<file path="src/rtl/drop_engine.sv">
// Gravity and turn engine for a ROWS x COLS four-in-a-row board fed by the column selector.
// Define DROP_ANIM_EN to add the FALL state and drive the fall_valid/fall_row/fall_col token outputs.
module drop_engine #(
   parameter int unsigned ROWS     = 6,
   parameter int unsigned COLS     = 7,
   parameter int unsigned FALL_DIV = 4
) (
   input  logic                 clk,
   input  logic                 rst_n,
   input  logic [2:0]           col,
   input  logic                 new_game,
   output logic [ROWS*COLS-1:0] occ,
   output logic [ROWS*COLS-1:0] owner,
   output logic                 player,
   output logic                 busy,
   output logic [COLS-1:0]      col_full,
   output logic                 board_full,
   output logic                 fall_valid,
   output logic [2:0]           fall_row,
   output logic [2:0]           fall_col,
   output logic                 drop_done,
   output logic                 illegal
);
   localparam int unsigned HW     = $clog2(ROWS + 1);
   localparam int unsigned NC     = ROWS * COLS;
   // A zero FALL_DIV is a configuration error; such a build accepts no presses.
   localparam bit          DIV_OK = (FALL_DIV >= 1);

   typedef enum logic [1:0] {IDLE, FALL, PLACE} state_t;
   state_t state, state_d;

   logic [2:0]    col_q;
   logic [2:0]    tgt_col;
   logic [2:0]    tgt_row;
   logic [HW-1:0] height [COLS];
   logic          sel_hit;
   logic          sel_full;
   logic [HW-1:0] sel_height;
   logic          press;
   logic          start;
   logic          place;
   logic          illegal_d;
   logic [NC-1:0] place_mask;

`ifdef DROP_ANIM_EN
   localparam int unsigned DW = (FALL_DIV > 1) ? $clog2(FALL_DIV) : 1;
   logic [DW-1:0] div;
   logic          div_wrap;
   assign div_wrap = (div == DW'(FALL_DIV - 1));
`endif

   always_comb begin
      for (int unsigned c = 0; c < COLS; c++) begin
         col_full[c] = (height[c] == HW'(ROWS));
      end
   end

   assign board_full = &col_full;
   assign busy       = (state != IDLE);

   // Column lookup; codes above COLS never hit, so they are dropped silently.
   always_comb begin
      sel_hit    = 1'b0;
      sel_full   = 1'b0;
      sel_height = '0;
      for (int unsigned c = 0; c < COLS; c++) begin
         if (col == 3'(c + 1)) begin
            sel_hit    = 1'b1;
            sel_full   = col_full[c];
            sel_height = height[c];
         end
      end
   end

   assign press = sel_hit && (col_q == '0) && DIV_OK;

   always_comb begin
      place_mask = '0;
      for (int unsigned r = 0; r < ROWS; r++) begin
         for (int unsigned c = 0; c < COLS; c++) begin
            place_mask[r*COLS + c] = (tgt_row == 3'(r)) && (tgt_col == 3'(c + 1));
         end
      end
   end

   always_comb begin
      state_d   = state;
      start     = 1'b0;
      place     = 1'b0;
      illegal_d = 1'b0;
      case (state)
         IDLE: begin
            if (press) begin
               if (sel_full) begin
                  illegal_d = 1'b1;
               end else begin
                  start = 1'b1;
`ifdef DROP_ANIM_EN
                  state_d = FALL;
`else
                  state_d = PLACE;
`endif
               end
            end
         end
`ifdef DROP_ANIM_EN
         FALL: begin
            if (div_wrap && !(fall_row > tgt_row)) state_d = PLACE;
         end
`endif
         PLACE: begin
            place   = 1'b1;
            state_d = IDLE;
         end
         default: state_d = IDLE;
      endcase
   end

   always_ff @(posedge clk) begin
      if (!rst_n) col_q <= '0;
      else        col_q <= col;
   end

   always_ff @(posedge clk) begin
      if (!rst_n || new_game) state <= IDLE;
      else                    state <= state_d;
   end

   always_ff @(posedge clk) begin
      if (!rst_n || new_game) begin
         occ       <= '0;
         owner     <= '0;
         player    <= 1'b0;
         tgt_col   <= '0;
         tgt_row   <= '0;
         drop_done <= 1'b0;
         illegal   <= 1'b0;
         for (int unsigned c = 0; c < COLS; c++) height[c] <= '0;
      end else begin
         drop_done <= place;
         illegal   <= illegal_d;
         if (start) begin
            tgt_col <= col;
            tgt_row <= 3'(sel_height);
         end
         if (place) begin
            occ    <= occ | place_mask;
            owner  <= (owner & ~place_mask) | (place_mask & {NC{player}});
            player <= ~player;
            for (int unsigned c = 0; c < COLS; c++) begin
               if (tgt_col == 3'(c + 1)) height[c] <= height[c] + HW'(1);
            end
         end
      end
   end

`ifdef DROP_ANIM_EN
   always_ff @(posedge clk) begin
      if (!rst_n || new_game) begin
         fall_valid <= 1'b0;
         fall_row   <= '0;
         fall_col   <= '0;
         div        <= '0;
      end else if (start) begin
         fall_valid <= 1'b1;
         fall_row   <= 3'(ROWS - 1);
         fall_col   <= col;
         div        <= '0;
      end else if (state == FALL) begin
         div <= div_wrap ? '0 : div + DW'(1);
         if (div_wrap && (fall_row > tgt_row)) fall_row <= fall_row - 3'd1;
      end else if (place) begin
         fall_valid <= 1'b0;
      end
   end
`else
   assign fall_valid = 1'b0;
   assign fall_row   = '0;
   assign fall_col   = '0;
`endif

endmodule

</file>
<file path="config.mk">
export PLATFORM = sky130hd
export DESIGN_NAME = drop_engine
export DESIGN_NICKNAME = d
export VERILOG_FILES = /design/src/rtl/drop_engine.sv
export SDC_FILE = /design/constraint.sdc
export NUM_CORES = 1
export LEC_CHECK = 0
export BUFFER_PORTS_ARGS = -buffer_cell sky130_fd_sc_hd__buf_2
export CAP_MARGIN = 40
export CORE_MARGIN = 4
export CORE_UTILIZATION = 49
export CTS_CLUSTER_DIAMETER = 80
export DETAILED_ROUTE_END_ITERATION = 12
export MAX_ROUTING_LAYER = met4
export PLACE_DENSITY = 0.76
export SLEW_MARGIN = 20
export SYNTH_ARGS = -nofsm -noshare
export SYNTH_HDL_FRONTEND = slang
export SYNTH_SLANG_ARGS = --single-unit
</file>
<file path="constraint.sdc">
create_clock -name clk -period 1.7 [get_ports clk]
set_input_delay 0.085 -clock clk [delete_from_list [all_inputs] [get_ports clk]]
set_output_delay 0.085 -clock clk [all_outputs]
set_load 0.02 [all_outputs]
</file>
Word level (Yosys, flattened, before mapping)
Memory sizes are Yosys's and may differ from the RTL's. Cells that the tools add are included.

Bits in registers: 97. Bits in latches: 0. Bits in writable memories: 21. Bits in read-only memories: 0. Input port bits: 6. Output and inout port bits: 103. Word-level logic and storage cells: 174. Memories kept: 1.

$add $sub $neg: 7. Multiply operators: 0. Divide/modulo/power cells: 0. Magnitude comparators: 0. Equal/unequal tests: 26. Shift-type cells: 0. Multiplexer cells: 63. Bitwise gates (word level): 16. Reduce and logical (&&, ||, !) cells: 52.

Memory list: height (words 7, width 3, read ports 7, clocked after Yosys merged registers in 0, wr ports 7, RTL line 35) `logic [HW-1:0] height [COLS];`.

Operators with widths (number): 42-bit AND (2); 42-bit OR (2); 3-bit equality test, second input constant (17); 1-bit two-way mux (49); 1-bit logical AND (43); 3-bit two-way mux (14); 42-bit inverter (1); 3-bit by 1-bit adder with 3-bit output, second input constant (7); 3-bit by 2-bit equality test with 1-bit output, second input constant (6); 3-bit by 1-bit equality test with 1-bit output, second input constant (3); 1-bit OR (7); 7-bit AND reduction (1); 3-bit zero test (2); 1-bit inverter (4); 3-bit OR reduction (1); 2-bit zero test (1); 2-bit AND reduction (1); 2-bit OR reduction (1); 1-bit zero test (1); 1-bit logical OR (1).

Logic depth before layout (Yosys ltp)
An unclocked memory read counts as a cell.

Depth in word-level cells: 12. Depth in mapped cells: 6. Gate-level depth less buffers: 6.

Worst setup path before layout
No wires, ideal clock.

Kind: register to register. Start: mem height[0][0] (netlist name). End: reg tgt_col[0]. Library setup time: 0.072 ns. Arrival time: 1.683 ns. Required time: 1.628 ns. Setup slack: -0.055 ns. Cell stages (with the launch flop): 7. Path buffers: 0. Clock period less this slack: 1.755 ns. Path through: edfxtp_1 inv_1 ha_1 and2_1 a221o_1 a211oi_2 mux2i_1.

RTL lines: start: declaration (RTL line 35); end signal: assignment (RTL line 143) `tgt_col <= col;`; end: declaration (RTL line 33) `logic [2:0] tgt_col;`.

==> impl.org <==
** Outcome
- The run finished, with violations left.
- The final reports fail on setup timing.

** Clock network
- Clock input transition at the sequential cells of the worst setup and hold paths :: 0.06 ns
- The clock net in this run drives a total of 118 sinks.
- At the later pin of the worst-skew pair, clock insertion delay measures 0.51 ns.
- Clock root buffer :: clkbuf_8
- Cts bufs inserted :: 17
- TritonCTS built the clock tree.
- Clock H-tree levels :: 4
- The clock passes through at most 2 buffers.

** Global routing
- Global routing consumed, over all layers together, 23.0% of the routing resources.
- In the global route stage, met1 resource usage came out at 28.7%.
- Summed over all layers, the global routing overflow is 0.
- In the global route stage, met3 resource usage came out at 5.57%.
- The number of global-route vias before repair came to 4196.
- Wire length of the first global-routing pass :: 20500 um
- Initial antenna violation count :: 0
- Busiest grt layer :: met2
- Entering global routing, the biggest net connects 66 pins.
- Met2 routing resource usage after global routing :: 37.0%

** Layout
- 0 antenna diodes ended up in the layout.
- From synthesis to final layout, the design area changed by 29.6%.
- The library cell used most frequently in the layout, excluding fill and tap cells, is nor2_1.
- At the end of the flow, the number of nets in the layout was 702.
- Commonest cells after routing, fill and taps aside :: 101 x nor2_1, 98 x buf_2, 97 x dfxtp_1
- Measured on the finished design, the core utilization comes to 65.9%.
- Cells with a size suffix above 1 make up 27.8% of the layout.
- Total non-filler cell area in the finished layout :: 6500 sq um

** Synthesis
- Instance count of the mapped netlist :: 566
- Number of register bits inferred by synthesis :: 118
- Total of warnings raised by yosys :: 0
- Number of distinct library cells after synthesis :: 42
- Summing the areas of all and, or, nand and nor instances in the mapped netlist gives 24.2% of the synthesized area.
- Mean post-synth cell area :: 8.86 sq um
- Share of synthesized registers carrying an async set or reset :: 0%
- The synthesized netlist devotes 9.98% of its cell area to compound gates.
- The most used flip-flop cell after synthesis is dfxtp_1.
- Summing the areas of all xor and xnor instances in the mapped netlist gives 1.40% of the synthesized area.
- The portion of synthesized area spent on multiplexers is 4.02%.
- The mapped netlist covers 5010 sq um.
- Of the total synthesized cell area, the portion taken by full adders, half adders and majority gates is 3.49%.
- Number of enable-type register cells in the synthesized netlist :: 21
- Sequential cell area fraction in the yosys report :: 51.3%
- Combinational family with the most area after synthesis :: simple AND/OR/NAND/NOR gates

** Floorplan
- The floorplan has 36 rows.
- The initial utilization of the core area, before any placement, comes to 50.8%.
- Area of the core region :: 9860 sq um
- Number of primary I/O pins :: 109
- Die span in x :: 109 um
- The floorplan step set the die height to 109 um.
- The die covers 11900 sq um.

** Setup path
- At the worst endpoint, the required time is 1.62 ns.
- By startpoint and endpoint, the worst setup path is classified as reg -> out.
- Along the worst path, the maximum fanout reaches 2.
- STA classifies the critical path startpoint as a flip-flop.
- The most critical setup path has its startpoint at height[0][0].
- Critical R2R Launch :: height[0][1]
- Endpoint type of the worst setup path :: output port
- For the worst setup path, the data arrival time is 1.88 ns.

** Timing
- For the finished layout, the period the worst path requires is 1.97 ns.
- Static timing analysis puts the maximum clock frequency at 0.508 GHz.
- The final critical path takes up 116% of the cycle.
- Skew final :: 0.00772 ns
- Setup violations remaining at the end of the flow were counted as 9.
- The final hold violation count came to 0.
- Least setup slack across all paths after layout :: -0.270 ns
- Setup repair after global routing could not meet its margin everywhere.
- The number of max-slew violations in the final report was 0.
- In the final timing run, aggregate negative setup slack is -1.37 ns.

** Detailed routing
- The pre-antenna-repair detailed-routing pass consisted of 6 iterations.
- Average routed wire per standard cell :: 15.7 um
- For this run, design rule violations remaining after detail routing come to 0.
- For this block, the initial DRC count from the detailed router was 244.
- Per-cell via count in the routed design :: 5.25
- Aggregate routed wire length :: 13000 um
- The routed layout has 4347 vias.
- Post-DRT Antenna Nets :: 0

** Power
- Leakage power figure :: 2.73 nW
- Max IR drop VDD :: 0.662 mV
- Power density over the cells :: 1100 nW/um^2
- Overall power consumption after layout is estimated at 0.00716 W.

** Place
- GPL Wtd Cong :: 0.845
- PortBufs :: 101
- Timing analysis after detailed placement gives a worst setup slack of -0.116 ns.
- Dpl hpwl :: 8450 um
- The placed instances occupy a cell area of 5700 sq um.

** Hold path
- Worst min-delay path category :: in -> reg
- In this run the most critical hold path is launched from col[1].

** Run
- Number of violations of the max-capacitance limit :: 0
[report_power, final]
group / leakage [nW] / switching (W) / internal, W / total (W)
combinational: 1.39 / 0.000195 / 0.000124 / 0.000319
sequential: 1.02 / 0.0000323 / 0.00288 / 0.00291
clock: 0.324 / 0.00131 / 0.00262 / 0.00393
[critical path, stage by stage (launching register included)]
cell and delay [ns]:
edfxtp_1 0.38, inv_1 0.07, ha_2 0.16, and2_4 0.14
buf_6 0.09, and4_1 0.20, and4_1 0.22, buf_6 0.13
[final cells by class]
cell class,instances,area (sq um)
fill,778,3360
sequential,118,2570
multi-input combinational,395,2220
timing repair buffer,140,843
clock buffer,20,478
clock inverter,12,184
tap,133,166
inverter,10,37.5
[kinds of logic (layout without fill, tap and decap cells)]
kind of cell | after synthesis | count (layout)
buf+inv | 59 | 182
flops | 118 | 118
simple gates | 260 | 260
mux | 16 | 16
xor+xnor | 8 | 8
fa+ha+maj | 14 | 14
other cells | 1 | 7
compound gates | 90 | 90
[path summary, 6_finish.rpt]
path / endpoint / depth (start not counted) / slack [ns]
setup / recovery: board_full / 7 / -0.27
hold / removal: col_q[1] / 2 / 0.03
setup reg to reg: tgt_row[0] / 6 / -0.19
hold reg to reg: flip-flop / 2 / 0.45
[through the flow]
step	hold slack, ns	std cells
finish	0.0263	828
global route	0.0353	828
CTS	0.00393	825
detailed placement	0.361	785
global placement	0.353	785
floorplan	0.212	572
[what timing repair did]
action                     4_1_cts  5_1_grt
pin swaps                        6        1
resized for setup                7        8
hold endpoints to repair         3        0
setup endpoints to repair        7       12
buffers inserted                 7        4
hold buffers                     1        0
[routing by layer]
metal | vias up | wire length, um
met2 | 137 | 6530
met1 | 2064 | 5590
met5 | - | 0
met4 | 0 | 202
met3 | 21 | 660
li1 | 2125 | -
[cell usage after synthesis (all sizes together), types with 10 or more instances]
master,count,area (sq um)
nor2,101,379
dfxtp,97,1940
nand2,87,327
a21oi,63,315
nand3,28,140
buf,26,154
clkbuf,23,86.3
edfxtp,21,631
o21ai,16,80.1
ha,14,175
inv,10,37.5
mux2i,10,100
No activity file was read; power rests on OpenSTA's default activity.
